===== src/rtl/video_layer_mixer.sv =====
// Purpose : mixes NUM_LAYERS 1-bit video layers into {R,G,B} through a two-bank palette.
// Latency : exactly 2 ce_pix-enabled pixels from layer_on/timing inputs to rgb_out/timing outputs.
// Backpressure: none; ce_pix=0 freezes every pipeline register and output.
//
// Ports:
//   clk_vid, reset                    video clock, synchronous active-high reset
//   ce_pix                            pixel enable
//   layer_on[NUM_LAYERS]              per-layer lit bit for the current pixel
//   inv_req                           screen inversion request
//   color_mode                        palette bank used for lookup (0 mono, 1 colour)
//   hsync/vsync/hblank/vblank_in      core timing, delayed alongside the pixel
//   pal_we/pal_bank/pal_addr/pal_data palette write port (any clk_vid cycle)
//   rgb_out                           {R,G,B} mixed pixel
//   hsync/vsync/hblank/vblank_out     timing aligned with rgb_out
//   inv_active                        inversion currently applied by the mixing stage
module video_layer_mixer #(
    parameter int NUM_LAYERS = 4,
    parameter int CW         = 4,
    parameter int INV_MODE   = 0,
    parameter logic [NUM_LAYERS*3*CW-1:0] PAL_MONO  = '0,
    parameter logic [NUM_LAYERS*3*CW-1:0] PAL_COLOR = '0
) (
    input  logic                  clk_vid,
    input  logic                  reset,
    input  logic                  ce_pix,
    input  logic [NUM_LAYERS-1:0] layer_on,
    input  logic                  inv_req,
    input  logic                  color_mode,
    input  logic                  hsync_in,
    input  logic                  vsync_in,
    input  logic                  hblank_in,
    input  logic                  vblank_in,
    input  logic                  pal_we,
    input  logic                  pal_bank,
    input  logic [2:0]            pal_addr,
    input  logic [3*CW-1:0]       pal_data,
    output logic [3*CW-1:0]       rgb_out,
    output logic                  hsync_out,
    output logic                  vsync_out,
    output logic                  hblank_out,
    output logic                  vblank_out,
    output logic                  inv_active
);

    localparam int PW    = 3 * CW;
    // Wide enough that summing every layer at full scale never wraps.
    localparam int ACC_W = CW + $clog2(NUM_LAYERS) + 1;
    localparam logic [ACC_W-1:0] SAT_MAX = {{(ACC_W-CW){1'b0}}, {CW{1'b1}}};

    // ------------------------------------------------------------------
    // Palette banks
    // ------------------------------------------------------------------
    logic [PW-1:0] pal_mono  [NUM_LAYERS];
    logic [PW-1:0] pal_color [NUM_LAYERS];

    // Address decode by loop: addresses at or above NUM_LAYERS match no
    // entry and are dropped rather than aliasing onto a real layer.
    always_ff @(posedge clk_vid) begin
        if (reset) begin
            for (int i = 0; i < NUM_LAYERS; i++) begin
                pal_mono[i]  <= PAL_MONO[i*PW +: PW];
                pal_color[i] <= PAL_COLOR[i*PW +: PW];
            end
        end else if (pal_we) begin
            for (int i = 0; i < NUM_LAYERS; i++) begin
                if (pal_addr == 3'(i)) begin
                    if (pal_bank) pal_color[i] <= pal_data;
                    else          pal_mono[i]  <= pal_data;
                end
            end
        end
    end

    // ------------------------------------------------------------------
    // Stage 1: per-layer palette lookup, timing capture
    // ------------------------------------------------------------------
    logic [PW-1:0] s1_ent [NUM_LAYERS];
    logic          s1_hs, s1_vs, s1_hb, s1_vb;

    always_ff @(posedge clk_vid) begin
        if (reset) begin
            for (int i = 0; i < NUM_LAYERS; i++) s1_ent[i] <= '0;
            s1_hs <= 1'b0;
            s1_vs <= 1'b0;
            s1_hb <= 1'b0;
            s1_vb <= 1'b0;
        end else if (ce_pix) begin
            for (int i = 0; i < NUM_LAYERS; i++) begin
                if (layer_on[i]) s1_ent[i] <= color_mode ? pal_color[i] : pal_mono[i];
                else             s1_ent[i] <= '0;
            end
            s1_hs <= hsync_in;
            s1_vs <= vsync_in;
            s1_hb <= hblank_in;
            s1_vb <= vblank_in;
        end
    end

    // ------------------------------------------------------------------
    // Inversion control
    // ------------------------------------------------------------------
    logic inv;
    logic inv_acc;
    logic vs_prev;
    logic vs_rise;

    assign vs_rise    = vsync_in & ~vs_prev;
    assign inv_active = inv;

    // Frame mode: requests collected during one frame become the inversion
    // state of the next frame. A request on the rising-edge pixel itself
    // seeds the new accumulator, so it lands one frame later.
    always_ff @(posedge clk_vid) begin
        if (reset) begin
            inv     <= 1'b0;
            inv_acc <= 1'b0;
            vs_prev <= 1'b0;
        end else if (ce_pix) begin
            vs_prev <= vsync_in;
            if (vs_rise) inv_acc <= inv_req;
            else         inv_acc <= inv_acc | inv_req;
            if (INV_MODE != 0) inv <= inv_req;
            else if (vs_rise)  inv <= inv_acc;
        end
    end

    // ------------------------------------------------------------------
    // Stage 2: saturating sum, invert, blank
    // ------------------------------------------------------------------
    function automatic logic [CW-1:0] sat(input logic [ACC_W-1:0] s);
        return (s > SAT_MAX) ? {CW{1'b1}} : s[CW-1:0];
    endfunction

    logic [ACC_W-1:0] sum_r, sum_g, sum_b;
    logic [PW-1:0]    mix;

    always_comb begin
        sum_r = '0;
        sum_g = '0;
        sum_b = '0;
        for (int i = 0; i < NUM_LAYERS; i++) begin
            sum_r = sum_r + ACC_W'(s1_ent[i][3*CW-1 -: CW]);
            sum_g = sum_g + ACC_W'(s1_ent[i][2*CW-1 -: CW]);
            sum_b = sum_b + ACC_W'(s1_ent[i][CW-1:0]);
        end
        mix = {sat(sum_r), sat(sum_g), sat(sum_b)} ^ {PW{inv}};
        // Blanking wins over inversion so borders stay black.
        if (s1_hb | s1_vb) mix = '0;
    end

    always_ff @(posedge clk_vid) begin
        if (reset) begin
            rgb_out    <= '0;
            hsync_out  <= 1'b0;
            vsync_out  <= 1'b0;
            hblank_out <= 1'b0;
            vblank_out <= 1'b0;
        end else if (ce_pix) begin
            rgb_out    <= mix;
            hsync_out  <= s1_hs;
            vsync_out  <= s1_vs;
            hblank_out <= s1_hb;
            vblank_out <= s1_vb;
        end
    end

endmodule

===== config.mk =====
export PLATFORM = sky130hd
export DESIGN_NAME = video_layer_mixer
export DESIGN_NICKNAME = d
export VERILOG_FILES = /design/src/rtl/video_layer_mixer.sv
export SDC_FILE = /design/constraint.sdc
export NUM_CORES = 1
export LEC_CHECK = 0
export ABC_AREA = 1
export CORE_AREA = 2 2 144 146
export DETAILED_ROUTE_END_ITERATION = 16
export DIE_AREA = 0 0 146 148
export PLACE_DENSITY = 0.57
export RECOVER_POWER = 25
export SYNTH_ARGS = -nofsm -noshare
export SYNTH_HDL_FRONTEND = slang
export SYNTH_SLANG_ARGS = --single-unit

===== constraint.sdc =====
create_clock -name clk_vid -period 8.06 [get_ports clk_vid]
set_input_delay 1.209 -clock clk_vid [delete_from_list [all_inputs] [get_ports clk_vid]]
set_output_delay 1.209 -clock clk_vid [all_outputs]
set_load 0.005 [all_outputs]

==> impl_metrics.csv <==
group,metric,value,unit
clock_tree,cts_tree,"done",
sta,setup_ws,4.48,ns
placed_design,io_buffer_count,46,
finish,area_delta_synth_final,15.6,%
grt,grt_pass1_wl,26500,um
finish,n_antenna_cell,0,
yosys,ys.flop_type,"edfxtp_1",
route,wl_met1,7720,um
grt,grt_start_max_net_pins,53,
clock_tree,cts_inserted_buffers,17,
yosys,syn_inst,771,
sta,fmax,280,MHz
sta,max_slew.worst_pin.slew,1.07,ns
floorplanning,die_h,148,um
route,routedWlPerCell,14.4,um
pwr,ir_worst_vdd,0.142,mV
sta,hold_viol_final,0,
yosys,yosys.area.top_type_share,55.0,%
pwr,leakage,3.86,nW
route,detail_route.first_pass.iterations,5,
sta,fin_hold_ws,0.449,ns
yosys,synth_most_common_cell,"nand2_1",
yosys,yosys_warnings,0,
clock_tree,clk_latency,0.42,ns
route,top_layer_used,"met4",
clock_tree,post_cts_buffers,0,
route,wl_met3,695,um
worst_setup_path,end_kind,"flip-flop",
yosys,synth_cell_types,29,
grt,grt_overflow,0,
pwr,p_per_area,233,nW/um^2
clock_tree,holdBufCountCts,0,
placed_design,dp_hpwl,11200,um
floorplanning,fp.dieW,146,um
grt,grt_pass1_vias,4938,
route,drt_wl_total,15800,um
clock_tree,clock_path_buffers,2,
yosys,synth_commonest_cells,"nand2_1 (204), edfxtp_1 (144), inv_1 (109)",
yosys,yosysSeqAreaShare,60.6,%
floorplanning,core,20000,um^2
placed_design,post_dp_cell_area,8540,um^2
yosys,syn_area_per_cell,10.2,um^2
clock_tree,clk_pin_slew,0.06,ns
yosys,syn_area,7870,um^2
sta,period_share,44.4,%
route,drt_iter0_markers,460,
sta,fin_skew,0.00914,ns
placed_design,routabilityCongestion,0.764,
sta,slew_headroom,28.1,%
sta,tns,0,ns
grt,antenna_found_initial,0,
route,ant_nets,0,
route,drc,0,
yosys,syn_nets,840,
clock_tree,cts.sinks,166,
job,maxCapViolCount,0,
yosys,synth-adder-area-share,8.49,%
finish,nFillCells,1945,
yosys,async_flop_share,0,%
yosys,synthTopCellsByArea,"edfxtp_1 (55%), nand2_1 (9.7%), fa_1 (6.1%)",
hold_path,hold_path.class,"flip-flop to flip-flop",
finish,final_nets,880,
clock_tree,htreeDepth,4,
yosys,synth_compound_area_share,3.48,%
sta,finalMaxSlewViolations,0,
worst_setup_path,critical_path.startpoint_type,"input pin",
finish,layout-drive-gt1-share,5.11,%
worst_setup_path,cp_max_fo,18,
route,routed-via-count,5003,
worst_setup_path,worstPathArrival,3.71,ns
yosys,synth_xor_area_share,0.334,%
clock_tree,cts_root_buffer,"clkbuf_16",
finish,final_util,45.4,%
floorplanning,ios,47,
worst_setup_path,required,8.19,ns
finish,finalInstanceArea,9100,um^2
yosys,synth-seq-cells,166,
yosys,synth_edf_count,144,
clock_tree,postCtsResizedCells,0,
route,dr_wl_met2,7160,um
yosys,synth_top_area_cell,"edfxtp_1",
yosys,yosys.area_share.simple,20.0,%
floorplanning,die_area,21600,um^2
sta,rsz0062_at_grt,"false",
floorplanning,placementRows,52,
yosys,synth_top_family_by_area,"simple AND/OR/NAND/NOR gates",
floorplanning,initial_core_util,39.3,%
sta,period_needed,3.58,ns
grt,track_usage,15.9,%
status,status,"complete, no violations",
yosys,muxShareOfSynthArea,0,%
worst_setup_path,critPathKind,"input pin to flip-flop",
route,via_per_inst,4.58,
placed_design,place_ws,4.63,ns
sta,setup_violations,0,
==> cell families after synthesis <==
family / after synthesis
DFF: 166
xor gates and xnor gates: 3
AOI/OAI and AO/OA: 53
adders and majority gates: 39
and+or+nand+nor: 370
buffers and inverters: 140
==> state kept, by name, indices dropped and copies added, names as in the netlist <==
name	cells
hblank_out	1
hsync_out	1
inv_acc	1
inv_active	1
pal_color	48
pal_mono	48
rgb_out	12
s1_ent	48
s1_hb	1
s1_hs	1
s1_vb	1
vblank_out	1
vs_prev	1
vsync_out	1
==> metrics by stage <==
stage / total power, mW / cells
2_1_floorplan: 1.22 / 771
3_3_place_gp: 1.31 / 1062
3_5_place_dp: 1.32 / 1062
4_1_cts: 2.14 / 1092
5_1_grt: 2.22 / 1092
6_report: 2.12 / 1092
==> routing by layer <==
layer	GRT usage, %	up-vias
li1	-	2552
met1	22.8	2321
met2	24.2	116
met3	3.61	14
met4	4.66	0
met5	0	-
==> power breakdown <==
| group | total (mW) | internal (mW) | switching, mW |
|---|---|---|---|
| clock | 0.826 | 0.512 | 0.313 |
| sequential | 1.01 | 0.991 | 0.0202 |
| combinational | 0.280 | 0.112 | 0.168 |
==> worst max-delay path, cell delays in order <==
cell and delay [ns]:
dlygate4sd3_1 0.63, clkinvlp_2 0.63, nand2_1 0.45, inv_2 0.18
nand2_1 0.42, a21oi_1 0.17
==> path summary, 6_finish.rpt <==
kind | from | to | slack, ns | cells after the start
worst min-delay path | rgb_out[8] | rgb_out[8] | 0.45 | 2
worst max register to register | s1_ent[2][1] | rgb_out[0] | 5.07 | 14
worst min register to register | rgb_out[8] | rgb_out[8] | 0.45 | 2
worst max-delay path | reset | s1_ent[1][10] | 4.48 | 6
==> area by class of cell <==
cell class / instances / area (um^2) / share of cell area, %
multi-input cells: 465 / 2500 / 27.5
inverters: 113 / 425 / 4.67
well taps: 270 / 338 / 3.71
clock buffers: 20 / 437 / 4.80
clock inverters: 10 / 156 / 1.72
flip-flops and latches: 166 / 4760 / 52.4
repair buffers: 48 / 475 / 5.22
==> layout by cell type (no fill, tap or decap) <==
cell,netlist,routed
nor3_4,3,3
edfxtp_1,144,144
o21a_1,2,2
buf_4,1,2
nor2_2,5,4
xnor2_1,3,3
clkinv_1,0,2
clkbuf_16,0,17
clkbuf_1,8,3
bufinv_16,0,4
clkinv_2,0,1
clkinvlp_4,0,2
inv_2,3,4
o21ai_0,8,8
o22ai_1,1,1
nand4_1,12,12
or2_1,1,1
nand3_1,32,38
clkdlybuf4s50_1,0,36
dlygate4sd3_1,0,10
fa_1,24,24
a21oi_1,39,39
nor2_1,103,104
ha_1,15,15
nor3_2,2,2
dfxtp_1,22,22
inv_1,109,108
clkinv_4,0,1
o31ai_1,1,1
o21ai_1,2,2
nand3_2,7,1
clkinvlp_2,0,1
nand2_1,204,205
Note: power is estimated with default switching activity, not from simulation.
